$ cat src/rtl/ctrl_fsm_if.sv
// ctrl_fsm_if: handshake and datapath-control bundle between the multi-cycle
// control unit (master) and the datapath/memory side (slave).
interface ctrl_fsm_if #(
  parameter int OPW = 4,
  parameter int FSW = 4
);
  logic [OPW-1:0] opcode;
  logic           Z;
  logic           mem_ready;
  logic           mem_req;
  logic [1:0]     PS;
  logic           IL;
  logic           MB;
  logic           MD;
  logic           RW;
  logic           MM;
  logic           MW;
  logic [FSW-1:0] FS;
  logic [2:0]     state_o;
  logic           halted;
  logic           fault;

  modport master (
    input  opcode, Z, mem_ready,
    output mem_req, PS, IL, MB, MD, RW, MM, MW, FS, state_o, halted, fault
  );

  modport slave (
    output opcode, Z, mem_ready,
    input  mem_req, PS, IL, MB, MD, RW, MM, MW, FS, state_o, halted, fault
  );
endinterface

$ cat src/rtl/ctrl_fsm.sv
// ctrl_fsm: registered FETCH -> EXEC -> MEM control unit with a memory
// request/ready handshake, a wait-cycle timeout that traps into FAULT, and an
// optional HALT instruction enabled by defining the macro HALT_EN.
module ctrl_fsm #(
  parameter int OPW         = 4,
  parameter int FSW         = 4,
  parameter int MEM_TIMEOUT = 16
) (
  input  logic          clk,
  input  logic          rst_n,
  ctrl_fsm_if.master    bus
);

  localparam int CNT_W = (MEM_TIMEOUT > 2) ? $clog2(MEM_TIMEOUT) : 1;
  localparam logic [CNT_W-1:0] CNT_LAST = CNT_W'(MEM_TIMEOUT - 1);

  typedef enum logic [2:0] {
    S_FETCH = 3'd0,
    S_EXEC  = 3'd1,
    S_MEM   = 3'd2,
    S_HALT  = 3'd3,
    S_FAULT = 3'd4
  } state_t;

  state_t           state_q, state_d;
  logic [CNT_W-1:0] cnt_q, cnt_d;
  // Remembers whether the pending MEM access is a store (1) or a load (0).
  logic             st_q, st_d;

  logic           mem_req_c;
  logic [1:0]     ps_c;
  logic           il_c, mb_c, md_c, rw_c, mm_c, mw_c;
  logic [FSW-1:0] fs_c;
  logic           halted_c, fault_c;

  logic           cls;
  logic [2:0]     sub;

  assign cls = bus.opcode[OPW-1];
  assign sub = bus.opcode[2:0];

  // State, wait counter and access-type registers with synchronous reset.
  always_ff @(posedge clk) begin
    if (!rst_n) begin
      state_q <= S_FETCH;
      cnt_q   <= '0;
      st_q    <= 1'b0;
    end else begin
      state_q <= state_d;
      cnt_q   <= cnt_d;
      st_q    <= st_d;
    end
  end

  // Next-state, wait counter and control outputs; everything is forced to 0
  // while reset is held so no partial PS/RW/MW pulse escapes.
  always_comb begin
    state_d   = state_q;
    cnt_d     = cnt_q;
    st_d      = st_q;
    mem_req_c = 1'b0;
    ps_c      = 2'b00;
    il_c      = 1'b0;
    mb_c      = 1'b0;
    md_c      = 1'b0;
    rw_c      = 1'b0;
    mm_c      = 1'b0;
    mw_c      = 1'b0;
    fs_c      = '0;
    halted_c  = 1'b0;
    fault_c   = 1'b0;

    case (state_q)
      S_FETCH: begin
        mem_req_c = 1'b1;
        mm_c      = 1'b1;
        if (bus.mem_ready) begin
          il_c    = 1'b1;
          state_d = S_EXEC;
        end else if (cnt_q == CNT_LAST) begin
          state_d = S_FAULT;
        end else begin
          cnt_d = cnt_q + CNT_W'(1);
        end
      end

      S_EXEC: begin
        state_d = S_FETCH;
        if (!cls) begin
          fs_c = bus.opcode[FSW-1:0];
          rw_c = 1'b1;
          ps_c = 2'b01;
        end else begin
          case (sub)
            3'b000: begin
              fs_c = bus.opcode[FSW-1:0];
              rw_c = 1'b1;
              mb_c = 1'b1;
              ps_c = 2'b01;
            end
            3'b001: begin
              st_d    = 1'b0;
              state_d = S_MEM;
            end
            3'b010: begin
              st_d    = 1'b1;
              state_d = S_MEM;
            end
            3'b011: ps_c = bus.Z ? 2'b10 : 2'b01;
            3'b100: ps_c = bus.Z ? 2'b01 : 2'b10;
            3'b101: begin
`ifdef HALT_EN
              ps_c    = 2'b00;
              state_d = S_HALT;
`else
              ps_c    = 2'b01;
`endif
            end
            3'b110: ps_c = 2'b10;
            default: ps_c = 2'b11;
          endcase
        end
      end

      S_MEM: begin
        mem_req_c = 1'b1;
        mw_c      = st_q;
        if (bus.mem_ready) begin
          ps_c    = 2'b01;
          md_c    = ~st_q;
          rw_c    = ~st_q;
          state_d = S_FETCH;
        end else if (cnt_q == CNT_LAST) begin
          state_d = S_FAULT;
        end else begin
          cnt_d = cnt_q + CNT_W'(1);
        end
      end

      S_HALT: begin
        halted_c = 1'b1;
      end

      S_FAULT: begin
        halted_c = 1'b1;
        fault_c  = 1'b1;
      end

      default: begin
        state_d = S_FAULT;
      end
    endcase

    // Every state change starts the wait budget afresh.
    if (state_d != state_q) begin
      cnt_d = '0;
    end

    if (!rst_n) begin
      mem_req_c = 1'b0;
      ps_c      = 2'b00;
      il_c      = 1'b0;
      mb_c      = 1'b0;
      md_c      = 1'b0;
      rw_c      = 1'b0;
      mm_c      = 1'b0;
      mw_c      = 1'b0;
      fs_c      = '0;
      halted_c  = 1'b0;
      fault_c   = 1'b0;
    end
  end

  assign bus.mem_req = mem_req_c;
  assign bus.PS      = ps_c;
  assign bus.IL      = il_c;
  assign bus.MB      = mb_c;
  assign bus.MD      = md_c;
  assign bus.RW      = rw_c;
  assign bus.MM      = mm_c;
  assign bus.MW      = mw_c;
  assign bus.FS      = fs_c;
  assign bus.state_o = rst_n ? state_q : 3'd0;
  assign bus.halted  = halted_c;
  assign bus.fault   = fault_c;

endmodule
$ cat src/flat_wrapper.sv
// flat-port wrapper written by rule: the top's interface ports become plain ports
module ctrl_fsm_flat 
#(
  parameter int OPW         = 4,
  parameter int FSW         = 4,
  parameter int MEM_TIMEOUT = 16
)
  (clk, rst_n, bus_opcode, bus_Z, bus_mem_ready, bus_mem_req, bus_PS, bus_IL, bus_MB, bus_MD, bus_RW, bus_MM, bus_MW, bus_FS, bus_state_o, bus_halted, bus_fault);
  ctrl_fsm_if #(.OPW(OPW), .FSW(FSW)) bus_i ();
  input  logic clk;
  input  logic rst_n;
  input wire logic [$bits(bus_i.opcode)-1:0] bus_opcode;
  input wire logic [$bits(bus_i.Z)-1:0] bus_Z;
  input wire logic [$bits(bus_i.mem_ready)-1:0] bus_mem_ready;
  output wire logic [$bits(bus_i.mem_req)-1:0] bus_mem_req;
  output wire logic [$bits(bus_i.PS)-1:0] bus_PS;
  output wire logic [$bits(bus_i.IL)-1:0] bus_IL;
  output wire logic [$bits(bus_i.MB)-1:0] bus_MB;
  output wire logic [$bits(bus_i.MD)-1:0] bus_MD;
  output wire logic [$bits(bus_i.RW)-1:0] bus_RW;
  output wire logic [$bits(bus_i.MM)-1:0] bus_MM;
  output wire logic [$bits(bus_i.MW)-1:0] bus_MW;
  output wire logic [$bits(bus_i.FS)-1:0] bus_FS;
  output wire logic [$bits(bus_i.state_o)-1:0] bus_state_o;
  output wire logic [$bits(bus_i.halted)-1:0] bus_halted;
  output wire logic [$bits(bus_i.fault)-1:0] bus_fault;
  assign bus_i.opcode = bus_opcode;
  assign bus_i.Z = bus_Z;
  assign bus_i.mem_ready = bus_mem_ready;
  assign bus_mem_req = bus_i.mem_req;
  assign bus_PS = bus_i.PS;
  assign bus_IL = bus_i.IL;
  assign bus_MB = bus_i.MB;
  assign bus_MD = bus_i.MD;
  assign bus_RW = bus_i.RW;
  assign bus_MM = bus_i.MM;
  assign bus_MW = bus_i.MW;
  assign bus_FS = bus_i.FS;
  assign bus_state_o = bus_i.state_o;
  assign bus_halted = bus_i.halted;
  assign bus_fault = bus_i.fault;
  ctrl_fsm #(.OPW(OPW), .FSW(FSW), .MEM_TIMEOUT(MEM_TIMEOUT)) u_core (.clk(clk), .rst_n(rst_n), .bus(bus_i));
endmodule
$ cat config.mk
export PLATFORM = sky130hd
export DESIGN_NAME = ctrl_fsm_flat
export DESIGN_NICKNAME = d
export VERILOG_FILES = /design/src/rtl/ctrl_fsm_if.sv /design/src/rtl/ctrl_fsm.sv /design/src/flat_wrapper.sv
export SDC_FILE = /design/constraint.sdc
export NUM_CORES = 1
export LEC_CHECK = 0
export ABC_AREA = 1
export BUFFER_PORTS_ARGS = -buffer_cell sky130_fd_sc_hd__buf_2
export CAP_MARGIN = 20
export CELL_PAD_IN_SITES_DETAIL_PLACEMENT = 1
export CELL_PAD_IN_SITES_GLOBAL_PLACEMENT = 2
export CORE_AREA = 5 5 44 83
export CTS_CLUSTER_SIZE = 28
export DETAILED_ROUTE_END_ITERATION = 8
export DIE_AREA = 0 0 49 88
export GPL_TIMING_DRIVEN = 0
export HOLD_SLACK_MARGIN = 0.15
export PLACE_DENSITY = 0.76
export SYNTH_ARGS = -nofsm -noshare
export SYNTH_HDL_FRONTEND = slang
export SYNTH_SLANG_ARGS = --single-unit
$ cat constraint.sdc
create_clock -name clk -period 2.9 [get_ports clk]
set_input_delay 0.725 -clock clk [delete_from_list [all_inputs] [get_ports clk]]
set_output_delay 0.725 -clock clk [all_outputs]
set_load 0.005 [all_outputs]
==> Yosys cells after proc, flatten, opt, wreduce, memory -nomap -nowiden <==
Index checks and enable logic that the tools add are counted.
W data, S select, Z words.
{ "classes": {"addsub": 1, "eq_ne": 12, "muxes": 42, "bitwise": 4, "reduce_logical": 10} }
{ "op_table": {"columns": ["operator", "n"], "rows": [
  ["$mux W1", 23],
  ["$mux W4", 4],
  ["$mux W3", 5],
  ["$eq A3 B2 Y1 const B", 4],
  ["$eq A3 B3 Y1 const B", 4],
  ["$pmux W3 S4", 1],
  ["$mux W2", 5],
  ["$pmux W2 S5", 1],
  ["$reduce_or A2 Y1", 5],
  ["$eq A3 B1 Y1 const B", 2],
  ["$logic_not A3 Y1", 2],
  ["$reduce_and A3 Y1", 2],
  ["$add A4 B1 Y4 const B", 1],
  ["$eq A4 B4 Y1 const B", 1],
  ["$not A1 Y1", 4],
  ["$pmux W1 S2", 2],
  ["$pmux W2 S2", 1],
  ["$ne A3 B3 Y1", 1],
  ["$reduce_bool A2 Y1", 1]
]} }
{ "word_totals": {"register_bits": 8, "inputBits": 8, "output_inout_bits": 18, "elab_cells": 72} }

==> Logic depth before layout (Yosys ltp) <==
{ "logic_depth": {"word_depth": 7, "depth_mapped": 10, "depth_no_buf": 10} }

==> Least setup slack after synthesis <==
Ideal clock, no wire load.
{ "synth_path": {"path_kind": "input to output", "start": "input port rst_n", "end": "output port bus_FS[3]", "t_arrival_ns": 1.670, "required_ns": 2.175, "slack_ns": 0.505, "stages": 4, "n_path_buf": 2, "cell_sequence": "clkbuf_1 > clkinv_1 > nor3_1 > buf_4"} }
{ "synth_between": {"elab_chain_len": 1} }
{ "synth_rtl": {"columns": ["item", "line_no", "source"], "rows": [
  ["start, declared", "flat_wrapper.sv:11", "input logic rst_n;"],
  ["$mux W4", "ctrl_fsm.sv:159", "if (!rst_n) begin"],
  ["end, declared", "flat_wrapper.sv:23", "output wire logic [$bits(bus_i.FS)-1:0] bus_FS;"]
]} }
Every way passes these cells.

==> Worst setup path in the final report <==
Same ends and word-level chain as after synthesis.

==> summary.md <==
| Metric | Value |
|---|---|
| Power per cell area | 349 mW/mm^2 |
| Synthesized area per cell | 6.24 um^2 |
| Clock Pin Slew Worst Setup and Hold Paths | 40 ps |
| # hold bufs at CTS | 0 |
| Final nets | 149 |
| Crit-path max cell delay | 390 ps |
| Final Power | 0.313 mW |
| CP Class | input pin to primary output |
| Input/output buffers | 24 |
| R2r setup slk | 1490 ps |
| Max Freq | 0.366 GHz |
| Largest net degree at the start of global routing | 11 |
| Die Width | 49 um |
| Worst Path Arrival | 2010 ps |
| # diodes | 0 |
| Grt ovf | 0 |
| Seq/Total Area, Yosys | 23.1% |
| Area contributors post-synth | dfxtp_1, nand2_1, inv_1, nor2_1, a21oi_1 |
| Synthesized flop and latch total | 8 |
| Worst-Skew Late Latency | 230 ps |
| Slew Limit Fails | 0 |
| Post-synth top area share | 23.1% |
| Outcome | complete, no violations |
| Clock sinks | 8 |
| DRC Markers | 0 |
| Synth cell count leaders | nand2_1, inv_1, nor2_1 |
| Max Cap Viol | 0 |
| Fin. Hold Viols | 0 |
| Post-synth EDFFs | 0 |
| Gp weighted congestion | 0.729 |
| Hold Path Stages | 2 |
| Routed WL | 2290 um |
| VDD IR max | 0.000222 V |
| Worst hold endpoint | u_core.st_q$_SDFFE_PN0P_ |
| Crit path max fanout | 10 |
| Initial Util | 23.6% |
| H-Tree Depth | 1 |
| Yosys top cell by area | dfxtp_1 |
| Via count | 802 |
| Routed WL per cell | 13.6 um |
| Vias in the first global route | 875 |
| R2R depth | 9 |
| Crit-path slowest cell | clkbuf_1 |
| Vias/cell | 4.77 |
| Setup bufs post-CTS | 0 |
| CTS-repair resized insts | 0 |
| Tightest Hold Check Type | flip-flop to flip-flop |
| Initial antenna violation count | 0 |
| Synthesized cell area | 693 um^2 |
| Area Overhead vs Synth | 29.2% |
| Hold_sp | u_core.st_q$_SDFFE_PN0P_ |
| Critical path, cell by cell | clkbuf_1 > clkinvlp_4 > nor3_1 > buf_4 > buf_2 |
| DR pass1 iterations | 2 |
| Setup Skew | 2.43 ps |
| Row cnt | 28 |
| Ys flop type | dfxtp_1 |
| End of the worst register-to-register path | u_core.cnt_q[2]$_SDFFE_PP0P_ |
| Most frequent cell after synthesis | nand2_1 |
| RSZ-0062 raised after global routing | false |
| Share of layout cells above drive strength 1 | 31.2% |
| WP data required | 2170 ps |
| Syn. warnings | 0 |
| Leak | 0.473 nW |
| Die Y | 88 um |
| TritonCTS clock tree | yes |
| DRT iter0 DRCs | 5 |
| Finish-stage setup viols | 0 |
| Syn nets | 120 |
| Core Region | 0.00294 mm^2 |
| Start of the worst register-to-register path | u_core.state_q[2]$_SDFF_PN0_ |
| Critical path startpoint category | input pin |
| CTS buffer count | 3 |
| Global-route wire length before repair | 3810 um |
| # IOs | 26 |
| ANT nets after route | 0 |
| Fin crit period | 2740 ps |
| Slew at the pin closest to its max-slew limit | 512 ps |
| Full die area | 0.00431 mm^2 |
| Crit end category | primary output |
| TNS Setup | 0 ps |
| Max_slew headroom | 65.9% |
| CTS Root Cell | clkbuf_8 |
| Dpl hpwl | 1970 um |
| Distinct cells, synth | 25 |
| Fraction of registers with async set/reset | 0% |
| Cells after Synth | 111 |
| Gr usage total | 11.4% |
| Clock Path Buffers | 2 |
| Final period util | 94.3% |
-- worst max path at each step --
stage | to | startpoint | slack (ps)
final | bus_FS[3] | rst_n | 160
after global routing | bus_FS[3] | rst_n | 10
after CTS | bus_FS[3] | rst_n | 70
after detailed placement | bus_FS[3] | rst_n | 90
after global placement | bus_FS[3] | rst_n | 130
after floorplan | bus_FS[3] | rst_n | 500
-- report_power, final --
| group | total, mW | internal (mW) | switching (mW) |
|---|---|---|---|
| clock network | 0.134 | 0.0900 | 0.0444 |
| logic | 0.0623 | 0.0222 | 0.0402 |
| registers | 0.116 | 0.113 | 0.00322 |
-- flip-flops by register name, summed over array words and instances, names as in the netlist --
register        flops
u_core.cnt_q        4
u_core.st_q         1
u_core.state_q      3
-- kinds of logic (layout without fill, tap and decap cells) --
logic type,Yosys count,after routing,synth area share [%]
and+or+nand+nor,64,64,49.1
buffers and inverters,22,49,12.5
AOI/OAI and AO/OA,13,13,9.75
DFF,8,8,23.1
xor gates and xnor gates,3,3,3.79
adders and majority gates,1,1,1.80
-- through the flow --
stage | utilization [%] | hold WS (ps) | instance area, um^2 | cells | setup WS [ps]
6_report | 30.4 | 500 | 896 | 168 | 165
5_1_grt | 30.4 | 544 | 896 | 168 | 14.7
4_1_cts | 30.3 | 508 | 892 | 168 | 73.6
3_5_place_dp | 28.9 | 501 | 851 | 165 | 90.2
3_3_place_gp | 28.9 | 486 | 851 | 165 | 131
2_1_floorplan | - | 466 | 693 | 111 | 505
-- metal layers --
layer | routed length [um] | vias to the layer above | global-route usage (%)
li1 | - | 408 | -
met1 | 680 | 375 | 7.58
met2 | 1460 | 15 | 25.6
met3 | 106 | 4 | 2.73
met4 | 36 | 0 | 5.88
met5 | 0 | - | 0
-- cell type report --
cell class | instances | area [um^2]
multi-input cells | 81 | 447
flip-flops and latches | 8 | 160
clock buffers | 3 | 41.3
plain buffers | 2 | 11.3
inverters | 20 | 78.8
repair buffers | 24 | 120
well taps | 30 | 37.5
fillers | 405 | 2050
-- cell usage in the layout, fill, tap and decap left out, types with 3 or more instances in the layout --
cell       n
nor3_1     5
buf_2     24
nor2_1    15
nand2_4    3
inv_2      3
clkbuf_8   3
nand2_1   20
a21oi_1    9
inv_1     16
o21ai_0    3
dfxtp_1    8
nand3_1    9
-- critical path: cells and delay by family --
kind	cells	cell delay, ps
buffers and inverters	4	1000
AND/OR/NAND/NOR	1	290
Power figures use the tool's default switching activity.
